[src/rtl/nmt_decode_execute.sv]
// rtl/nmt_decode_execute.sv - NMT pipeline decode/execute slice with register file and EX/MEM register
module nmt_decode_execute (
    input  logic        clk,
    input  logic        rst_n,
    input  logic [31:0] instr,
    input  logic [31:0] pc_i,
    input  logic [31:0] ALU_output,
    input  logic [4:0]  reg_dst_in,
    input  logic [31:0] LMD_output,
    input  logic        mem_write,
    input  logic        alu_write,
    input  logic        control_cmd,
    input  logic [8:0]  address,
    input  logic [8:0]  freed_address,
    output logic [31:0] alu_o,
    output logic [31:0] instr_o,
    output logic [5:0]  opcode_o,
    output logic        cond_o,
    output logic [4:0]  reg_dst_o,
    output logic [31:0] reg2_o,
    output logic        mem_write_o,
    output logic        alu_write_o,
    output logic [2:0]  cmd_type_o,
    output logic [31:0] thread_address
);
    localparam logic [2:0] CMD_NOP = 3'd0, CMD_R = 3'd1, CMD_I = 3'd2, CMD_LOAD = 3'd3,
                           CMD_STORE = 3'd4, CMD_BRANCH = 3'd5, CMD_NMT = 3'd6;

    logic [31:0] regs [32];
    logic        wb_en;
    logic [31:0] wb_data;
    logic [4:0]  rs, rt;
    logic [31:0] rs_val, rt_val;
    logic [2:0]  dec_cmd;
    logic [4:0]  dec_dst;

    assign rs      = instr[25:21];
    assign rt      = instr[20:16];
    assign wb_en   = (mem_write || alu_write) && (reg_dst_in != 5'd0);
    assign wb_data = mem_write ? LMD_output : ALU_output;

    // Write-through so the instruction decoded this cycle sees the write-back value
    assign rs_val = (rs == 5'd0) ? 32'd0 : (wb_en && rs == reg_dst_in) ? wb_data : regs[rs];
    assign rt_val = (rt == 5'd0) ? 32'd0 : (wb_en && rt == reg_dst_in) ? wb_data : regs[rt];

    always_ff @(posedge clk or negedge rst_n) begin
        if (!rst_n) begin
            for (int i = 0; i < 32; i++) regs[i] <= '0;
        end else if (wb_en) begin
            regs[reg_dst_in] <= wb_data;
        end
    end

    always_comb begin
        dec_cmd = CMD_NOP;
        case (instr[31:26])
            6'h00: begin
                case (instr[5:0])
                    6'h20, 6'h22, 6'h24, 6'h25, 6'h26, 6'h2A, 6'h00, 6'h02: dec_cmd = CMD_R;
                    default: dec_cmd = CMD_NOP;
                endcase
            end
            6'h08, 6'h0C, 6'h0D: dec_cmd = CMD_I;
            6'h23:               dec_cmd = CMD_LOAD;
            6'h2B:               dec_cmd = CMD_STORE;
            6'h04, 6'h05:        dec_cmd = CMD_BRANCH;
            6'h3F:               dec_cmd = CMD_NMT;
            default:             dec_cmd = CMD_NOP;
        endcase
    end

    always_comb begin
        dec_dst = 5'd0;
        case (dec_cmd)
            CMD_R:           dec_dst = instr[15:11];
            CMD_I, CMD_LOAD: dec_dst = rt;
            default:         dec_dst = 5'd0;
        endcase
    end

    // ID/EX register
    logic [2:0]  idex_cmd;
    logic [31:0] idex_instr, idex_a, idex_b, idex_pc;
    logic [8:0]  idex_addr, idex_freed;
    logic        idex_ctrl;
    logic [4:0]  idex_dst;

    always_ff @(posedge clk or negedge rst_n) begin
        if (!rst_n) begin
            idex_cmd   <= CMD_NOP;
            idex_instr <= '0;
            idex_a     <= '0;
            idex_b     <= '0;
            idex_pc    <= '0;
            idex_addr  <= '0;
            idex_freed <= '0;
            idex_ctrl  <= 1'b0;
            idex_dst   <= '0;
        end else begin
            idex_cmd   <= dec_cmd;
            idex_instr <= instr;
            idex_a     <= rs_val;
            idex_b     <= rt_val;
            idex_pc    <= pc_i;
            idex_addr  <= address;
            idex_freed <= freed_address;
            idex_ctrl  <= control_cmd;
            idex_dst   <= dec_dst;
        end
    end

    logic [31:0] imm_sx, imm_zx, ex_result;
    logic [4:0]  shamt;
    logic        ex_cond;

    assign imm_sx = {{16{idex_instr[15]}}, idex_instr[15:0]};
    assign imm_zx = {16'd0, idex_instr[15:0]};
    assign shamt  = idex_instr[10:6];

    always_comb begin
        ex_result = 32'd0;
        ex_cond   = 1'b0;
        case (idex_cmd)
            CMD_R: begin
                case (idex_instr[5:0])
                    6'h20:   ex_result = idex_a + idex_b;
                    6'h22:   ex_result = idex_a - idex_b;
                    6'h24:   ex_result = idex_a & idex_b;
                    6'h25:   ex_result = idex_a | idex_b;
                    6'h26:   ex_result = idex_a ^ idex_b;
                    6'h2A:   ex_result = {31'd0, $signed(idex_a) < $signed(idex_b)};
                    6'h00:   ex_result = idex_b << shamt;
                    6'h02:   ex_result = idex_b >> shamt;
                    default: ex_result = 32'd0;
                endcase
            end
            CMD_I: begin
                case (idex_instr[31:26])
                    6'h0C:   ex_result = idex_a & imm_zx;
                    6'h0D:   ex_result = idex_a | imm_zx;
                    default: ex_result = idex_a + imm_sx;
                endcase
            end
            CMD_LOAD, CMD_STORE: ex_result = idex_a + imm_sx;
            CMD_BRANCH: begin
                ex_result = idex_pc + 32'd4 + (imm_sx << 2);
                ex_cond   = (idex_instr[26] == 1'b0) ? (idex_a == idex_b) : (idex_a != idex_b);
            end
            CMD_NMT: begin
                ex_result = {23'd0, idex_addr};
                ex_cond   = idex_ctrl && (idex_addr != idex_freed);
            end
            default: begin
                ex_result = 32'd0;
                ex_cond   = 1'b0;
            end
        endcase
    end

    // EX/MEM register
    always_ff @(posedge clk or negedge rst_n) begin
        if (!rst_n) begin
            alu_o          <= '0;
            instr_o        <= '0;
            opcode_o       <= '0;
            cond_o         <= 1'b0;
            reg_dst_o      <= '0;
            reg2_o         <= '0;
            mem_write_o    <= 1'b0;
            alu_write_o    <= 1'b0;
            cmd_type_o     <= CMD_NOP;
            thread_address <= '0;
        end else begin
            alu_o       <= ex_result;
            instr_o     <= idex_instr;
            opcode_o    <= idex_instr[31:26];
            cond_o      <= ex_cond;
            reg_dst_o   <= idex_dst;
            reg2_o      <= idex_b;
            mem_write_o <= (idex_cmd == CMD_LOAD);
            alu_write_o <= (idex_cmd == CMD_R) || (idex_cmd == CMD_I);
            cmd_type_o  <= idex_cmd;
            if (idex_cmd == CMD_NMT) thread_address <= {24'd0, idex_addr[7:0]};
        end
    end
endmodule

[config.mk]
export PLATFORM = sky130hd
export DESIGN_NAME = nmt_decode_execute
export DESIGN_NICKNAME = d
export VERILOG_FILES = /design/src/rtl/nmt_decode_execute.sv
export SDC_FILE = /design/constraint.sdc
export NUM_CORES = 2
export LEC_CHECK = 0
export BUFFER_PORTS_ARGS = -buffer_cell sky130_fd_sc_hd__buf_2
export CELL_PAD_IN_SITES_DETAIL_PLACEMENT = 2
export CELL_PAD_IN_SITES_GLOBAL_PLACEMENT = 2
export CORE_MARGIN = 1.5
export CORE_UTILIZATION = 42
export CTS_BUF_LIST = sky130_fd_sc_hd__clkbuf_4 sky130_fd_sc_hd__clkbuf_8 sky130_fd_sc_hd__clkbuf_16
export DETAILED_ROUTE_END_ITERATION = 10
export GPL_ROUTABILITY_DRIVEN = 0
export GPL_TIMING_DRIVEN = 0
export PLACE_DENSITY_LB_ADDON = 0.05
export SLEW_MARGIN = 20
export SYNTH_ARGS = -nofsm -noshare
export SYNTH_HDL_FRONTEND = slang
export SYNTH_SLANG_ARGS = --single-unit
export TNS_END_PERCENT = 1
[constraint.sdc]
create_clock -name clk -period 6.1 [get_ports clk]
set_clock_uncertainty 0.2 [all_clocks]
set_input_delay 0.61 -clock clk [delete_from_list [all_inputs] [get_ports clk]]
set_output_delay 0.61 -clock clk [all_outputs]
set_load 0.01 [all_outputs]
### After elaboration in Yosys (flattened, before gate mapping)

Cells that the tools add are included.

* register bits after elaboration: 1300
* output and inout port bits: 145

* multiplexer cells: 22
* shift-type cells: 2
* bitwise operators: 8
* $add $sub $neg: 5
* reductions and logical operators: 18
* equal/unequal tests: 38
* $lt $le $gt $ge: 5

Operators by type and width (count)
* $bwmux 1024: 1
* $bmux 32 s5: 2
* $mux 32: 10
* $pmux 32 s8: 1
* $demux 32 s5: 1
* $pmux 32 s5: 1
* $add 32x32->32: 3
* $eq 6x6->1 const B: 15
* $pmux 32 s2: 1
* $add 32x3->32 const B: 1
* $and 32x16->32: 1
* $and 32x32->32: 1
* $eq 32x32->1: 1
* $lt 32x32->1: 1
* $ne 32x32->1: 1
* $or 32x16->32: 1
* $or 32x32->32: 1
* $shl 32x5->32: 1
* $shr 32x5->32: 1
* $sub 32x32->32: 1
* $xor 32x32->32: 1
* $eq 6x4->1 const B: 5
* $ge 6x6->1 const B: 3
* $logic_not 6->1: 3
* 20 further kinds: 40

### Longest topological paths before layout

* depth in word-level cells: 7
* gate-level depth with buffers: 17

### Worst setup path before layout

OpenSTA, ideal clock, no wires.

* path kind: register -> register
* from: register idex_instr[8]
* to: register alu_o[28]
* setup slack: 1853 ps
* required time: 5762 ps
* stages on the path, launching flop included: 17
* arrival time: 3909 ps
* clock period less this slack: 4247 ps
* cell sequence: dfrtp_1 -> clkbuf_1 -> inv_2 -> buf_2 -> buf_1 -> clkbuf_1 -> ha_1 -> nand3_1 -> nor2_1 -> o211a_1 -> nor3_2 -> o21ai_1 -> a311oi_1 -> o21bai_1 -> xnor2_1 -> nor2_1 -> or4_1

* cells in the longest elaborated chain, start to end: 3
* elaborated cells on any way between the ends: 7
* those cells by class: add/sub (2); shift (2); mux (3)

RTL lines
* start: declaration: line 83 `logic [31:0] idex_instr, idex_a, idex_b, idex_pc;`
* start signal: assignment: line 101 `idex_instr <= instr;`
* $add 32x32->32 (tied with other cells): line 141, 144
* $pmux 32 s2 / $pmux 32 s8 (equally long branches): line 138, 125
* $pmux 32 s5 *: line 123 `case (idex_cmd)`
* named net ex_result[28]: line 112 `logic [31:0] imm_sx, imm_zx, ex_result;`
* end signal: assignment: line 174 `alu_o <= ex_result;`
* end: declaration: line 15 `output logic [31:0] alu_o,`

The timed path passes the listed nets; every way through them passes the cells marked *.
A chain may end at the register's enable or synchronous reset.

### Final worst setup path

* from: register idex_b[7]
* to: register alu_o[0]

* cells in the longest elaborated chain, start to end: 3
* elaborated cells on any way between the ends: 5
* those cells by class: order compare (1); shift (2); mux (2)

RTL lines
* start: declaration: line 83
* start signal: assignment: line 103 `idex_b <= rt_val;`
* $lt 32x32->1 (tied with other cells): line 131 `6'h2A: ex_result = {31'd0, $signed(idex_a) < $signed(idex_b)};`
* $pmux 32 s8 *: line 125 `case (idex_instr[5:0])`
* $pmux 32 s5 *: line 123
* named net ex_result[0]: line 112

Marks and branches as above.

==> reports/qor.yml <==
route:
  drt-wirelength-per-cell_um: 37.8
  ant_nets: 0
  via_per_inst: 6.60
  wirelength_um: 371000
  dr.pass1.iters: 6
  via_count: 64900
  drc: 0
  first_iter_violations: 6510
synthesis:
  synth_edf_count: 0
  synthesis.area_um2: 73200
  ys_ff_latch: 1294
  seq_area_frac_synth_pct: 44.2
  synth_cells: 6815
  synthMuxAreaShare_pct: 22.5
  synthAdderAreaFrac_pct: 3.60
  ys_types: 93
  async_flop_share_pct: 100
  synth-simple-area-share_pct: 9.82
  syn_area_per_cell_um2: 10.7
  synth_top_family_by_area: "multiplexers"
  synth_compound_area_share_pct: 14.5
  synth-main-ff-cell: "dfrtp_1"
  synthXorXnorAreaFrac_pct: 0.969
  synth_warnings: 0
worst_setup_path:
  setup.worst_path.end: "alu_o[0]"
  setup.worst_path.class: "flip-flop to flip-flop"
  ff2ff_path_depth: 13
  worst-path-max-fanout: 8
  r2r-end: "alu_o[0]"
  max_stage_delay_ns: 0.90
  r2r-start: "idex_b[7]"
  cp_top_family: "compound AO/OA/AOI/OAI gates"
  critPathLaunch: "idex_b[7]"
  regToRegSetupSlack_ns: 0.03
  end_kind: "flip-flop"
  arrival_ns: 6.54
  cp_num_buf_inv: 3
  cp-start-kind: "flip-flop"
  critical_path_required_ns: 6.56
  crit_chain: "inv_1 > ha_1 > buf_2 > inv_1 > a21oi_1 > o31ai_1 > a221o_1 > a31oi_1 > o2111ai_1 > a2111o_1 > o21ai_0 > a21oi_1 > o211ai_1"
  path_depth: 13
  critPathSlowestCell: "o21ai_0"
global_routing:
  grt_max_degree: 137
  antenna_found_initial: 42
  grt_pass1_vias: 69900
  grt_pass1_wl_um: 526000
  grt-ovfl-total: 0
  grt_usage_pct: 42.1
finish:
  stdcell_area_um2: 84500
  seqCellArea_um2: 32400
  fin_nets: 7736
  multi_input_area_um2: 37900
  fin_util_pct: 48.7
  area_growth_pct: 15.5
  final_cells: 9832
  num-fill-cells: 17700
  drive_above_1_share_pct: 19.9
worst_hold_path:
  min-delay-start: "LMD_output[23]"
  min_path_type: "primary input to flip-flop"
clock_network:
  htreeDepth: 4
  clock_path_buffers: 3
  cts.sinks: 1294
  cts_buffers: 150
  ctsRootBufferMaster: "clkbuf_16"
  clkLatencyLatePin_ns: 0.85
  tritoncts: "yes"
  path_clk_slew_ns: 0.07
  post_cts_buffers: 0
timing:
  hold_slack_ns: 0.108
  max_slew.worst_pin.slew_ns: 1.32
  hold_viol: 0
  fin_crit_ns: 6.07
  setup_viol: 0
  rsz0062_at_grt: "no"
  maxSlewViolCount: 0
  setup_tns_ns: 0
  max_freq_mhz: 165
  slew_headroom_pct: 12.2
  layout_setup_ws_ns: 0.0253
  final.period_utilization_pct: 99.6
pwr:
  netSwitchingPower_mw: 13.0
  powerDensity_nw_per_um2: 400
  p_seq_share_pct: 38.0
  power.internal_mw: 20.8
  power_mw: 33.8
  ir_drop_uv: 248
  pwr-share-clk_pct: 28.9
  p_leak_nw: 35.3
  p_comb_share_pct: 33.1
  switching_share_pct: 38.5
place:
  place_area_um2: 78400
  hpwl_um: 284000
  port_buffers: 271
  dp.cells: 9461
  dp_slack_ns: -0.166
floorplan:
  rows: 153
  die-area_um2: 177000
  num_io_pins: 301
  die_y_um: 420
  start_util_pct: 42.2
  core_area_um2: 173000
  dieWidth_um: 420
run_status:
  outcome: "finished clean"
run:
  max_cap_violations: 0
cell families after synthesis:
kind of cell               Yosys count
AOI/OAI and AO/OA                 1846
xor gates and xnor gates            81
adders and majority gates          208
buffers and inverters              800
DFF                               1294
muxes                              838
other                                1
and+or+nand+nor                   1747
routing by layer:
| layer | vias up | routed length (um) | global-route usage [%] |
|---|---|---|---|
| li1 | 26000 | - | - |
| met1 | 34600 | 136000 | 50.5 |
| met2 | 3259 | 175000 | 67.3 |
| met3 | 1059 | 27600 | 8.23 |
| met4 | 20 | 32300 | 31.6 |
| met5 | - | 138 | 0 |
cells in the final DEF, fill, tap and decap left out, drive strengths merged, types with 19 or more instances in the layout:
cell type / instances
inv: 145
o221ai: 23
a21oi: 1070
a21o: 43
conb: 24
mux4: 636
clkbuf: 733
mux2i: 140
nor3: 36
nand2: 379
dfrtp: 1294
a221oi: 33
nand3: 51
dlygate4sd3: 84
nor2: 1101
o211ai: 24
o22ai: 22
o21ai: 337
nor2b: 61
clkinv: 30
ha: 204
mux2: 62
diode: 19
xor2: 41
buf: 439
nor4: 25
a211oi: 99
xnor2: 40
power groups by stage:
stage | Sequential (mW) | Clock (mW) | Combinational, mW
floorplan | 11.8 | 0 | 6.81
global placement | 12.5 | 0 | 10.1
detailed placement | 12.8 | 0 | 10.6
CTS | 12.7 | 9.80 | 10.8
global route | 13.0 | 10.1 | 11.8
finish | 12.8 | 9.78 | 11.2
synth_stat cells (9+ instances only):
master | count | area share, %
nor4_1 | 23 | 0.20
o21bai_1 | 16 | 0.16
or4_1 | 9 | 0.092
nand3_1 | 51 | 0.35
mux2_2 | 60 | 0.92
nand4_1 | 18 | 0.15
dfrtp_1 | 1294 | 44
o21ai_0 | 327 | 2.2
inv_1 | 137 | 0.70
mux4_2 | 636 | 20
and3_1 | 17 | 0.15
nand2b_1 | 17 | 0.15
o31ai_1 | 18 | 0.18
o221ai_1 | 23 | 0.28
a211oi_1 | 98 | 1.0
and2_1 | 11 | 0.094
nor2b_1 | 61 | 0.52
a221o_1 | 12 | 0.16
xnor2_1 | 40 | 0.48
nor2_1 | 1100 | 5.6
clkbuf_1 | 513 | 2.6
a221oi_1 | 33 | 0.39
o21ai_1 | 10 | 0.068
o211ai_1 | 24 | 0.25
xor2_1 | 41 | 0.49
a222oi_1 | 9 | 0.12
a31oi_1 | 14 | 0.12
buf_1 | 56 | 0.29
mux2i_1 | 139 | 1.9
a21oi_1 | 1068 | 7.3
ha_1 | 204 | 3.5
a2111oi_0 | 12 | 0.14
nor3_1 | 35 | 0.24
buf_2 | 52 | 0.36
a211o_1 | 13 | 0.16
o21a_1 | 13 | 0.13
a21o_1 | 43 | 0.44
buf_4 | 32 | 0.33
nand2_1 | 379 | 1.9
a22oi_1 | 11 | 0.11
o22ai_1 | 22 | 0.19
registers in the layout, indices dropped and copies added, names as in the netlist, 3 cells and up:
| register | count |
|---|---|
| idex_dst | 5 |
| thread_address | 8 |
| alu_o | 32 |
| idex_instr | 32 |
| idex_a | 32 |
| idex_freed | 9 |
| idex_addr | 9 |
| idex_cmd | 3 |
| instr_o | 27 |
| reg_dst_o | 5 |
| reg2_o | 32 |
| cmd_type_o | 3 |
| opcode_o | 5 |
| regs | 1024 |
| idex_pc | 32 |
| idex_b | 32 |
timing repair:
| action | 4_1_cts | 5_1_grt |
|---|---|---|
| gates resized for setup | 1 | 1 |
| gates cloned | 0 | 0 |
| hold buffers | 84 | 0 |
| hold endpoints to repair | 178 | 0 |
| pin swaps | 0 | 0 |
| endpoints found under the setup margin | 1 | 5 |
worst reg2reg max path, delay by kind of cell, from the launching register on:
family / cells / cell delay [ns]
AO/OA/AOI/OAI: 9 / 3.81
flip-flops: 1 / 0.87
adder cells (fa/ha/maj): 1 / 0.36
buffers and inverters: 3 / 0.65
cell type report:
| class | count | share of cell area, % |
|---|---|---|
| inverters | 140 | 0.622 |
| repair buffers | 383 | 3.30 |
| multi-input cells | 4744 | 44.8 |
| diodes | 19 | 0.0562 |
| clock buffers | 215 | 5.38 |
| plain buffers | 659 | 3.29 |
| clock inverters | 53 | 0.821 |
| flip-flops and latches | 1294 | 38.3 |
| well taps | 2325 | 3.44 |
how the worst min path moves through the flow:
stage / cells past startpoint / end / slack, ns
global route: 4 / regs[824] / 0.12
detailed placement: 0 / reg_dst_o[1] / 0.14
floorplan: 0 / alu_o[0] / 0.11
finish: 4 / regs[823] / 0.11
global placement: 0 / instr_o[25] / 0.13
CTS: 4 / regs[825] / 0.06
Power figures use the tool's default switching activity.
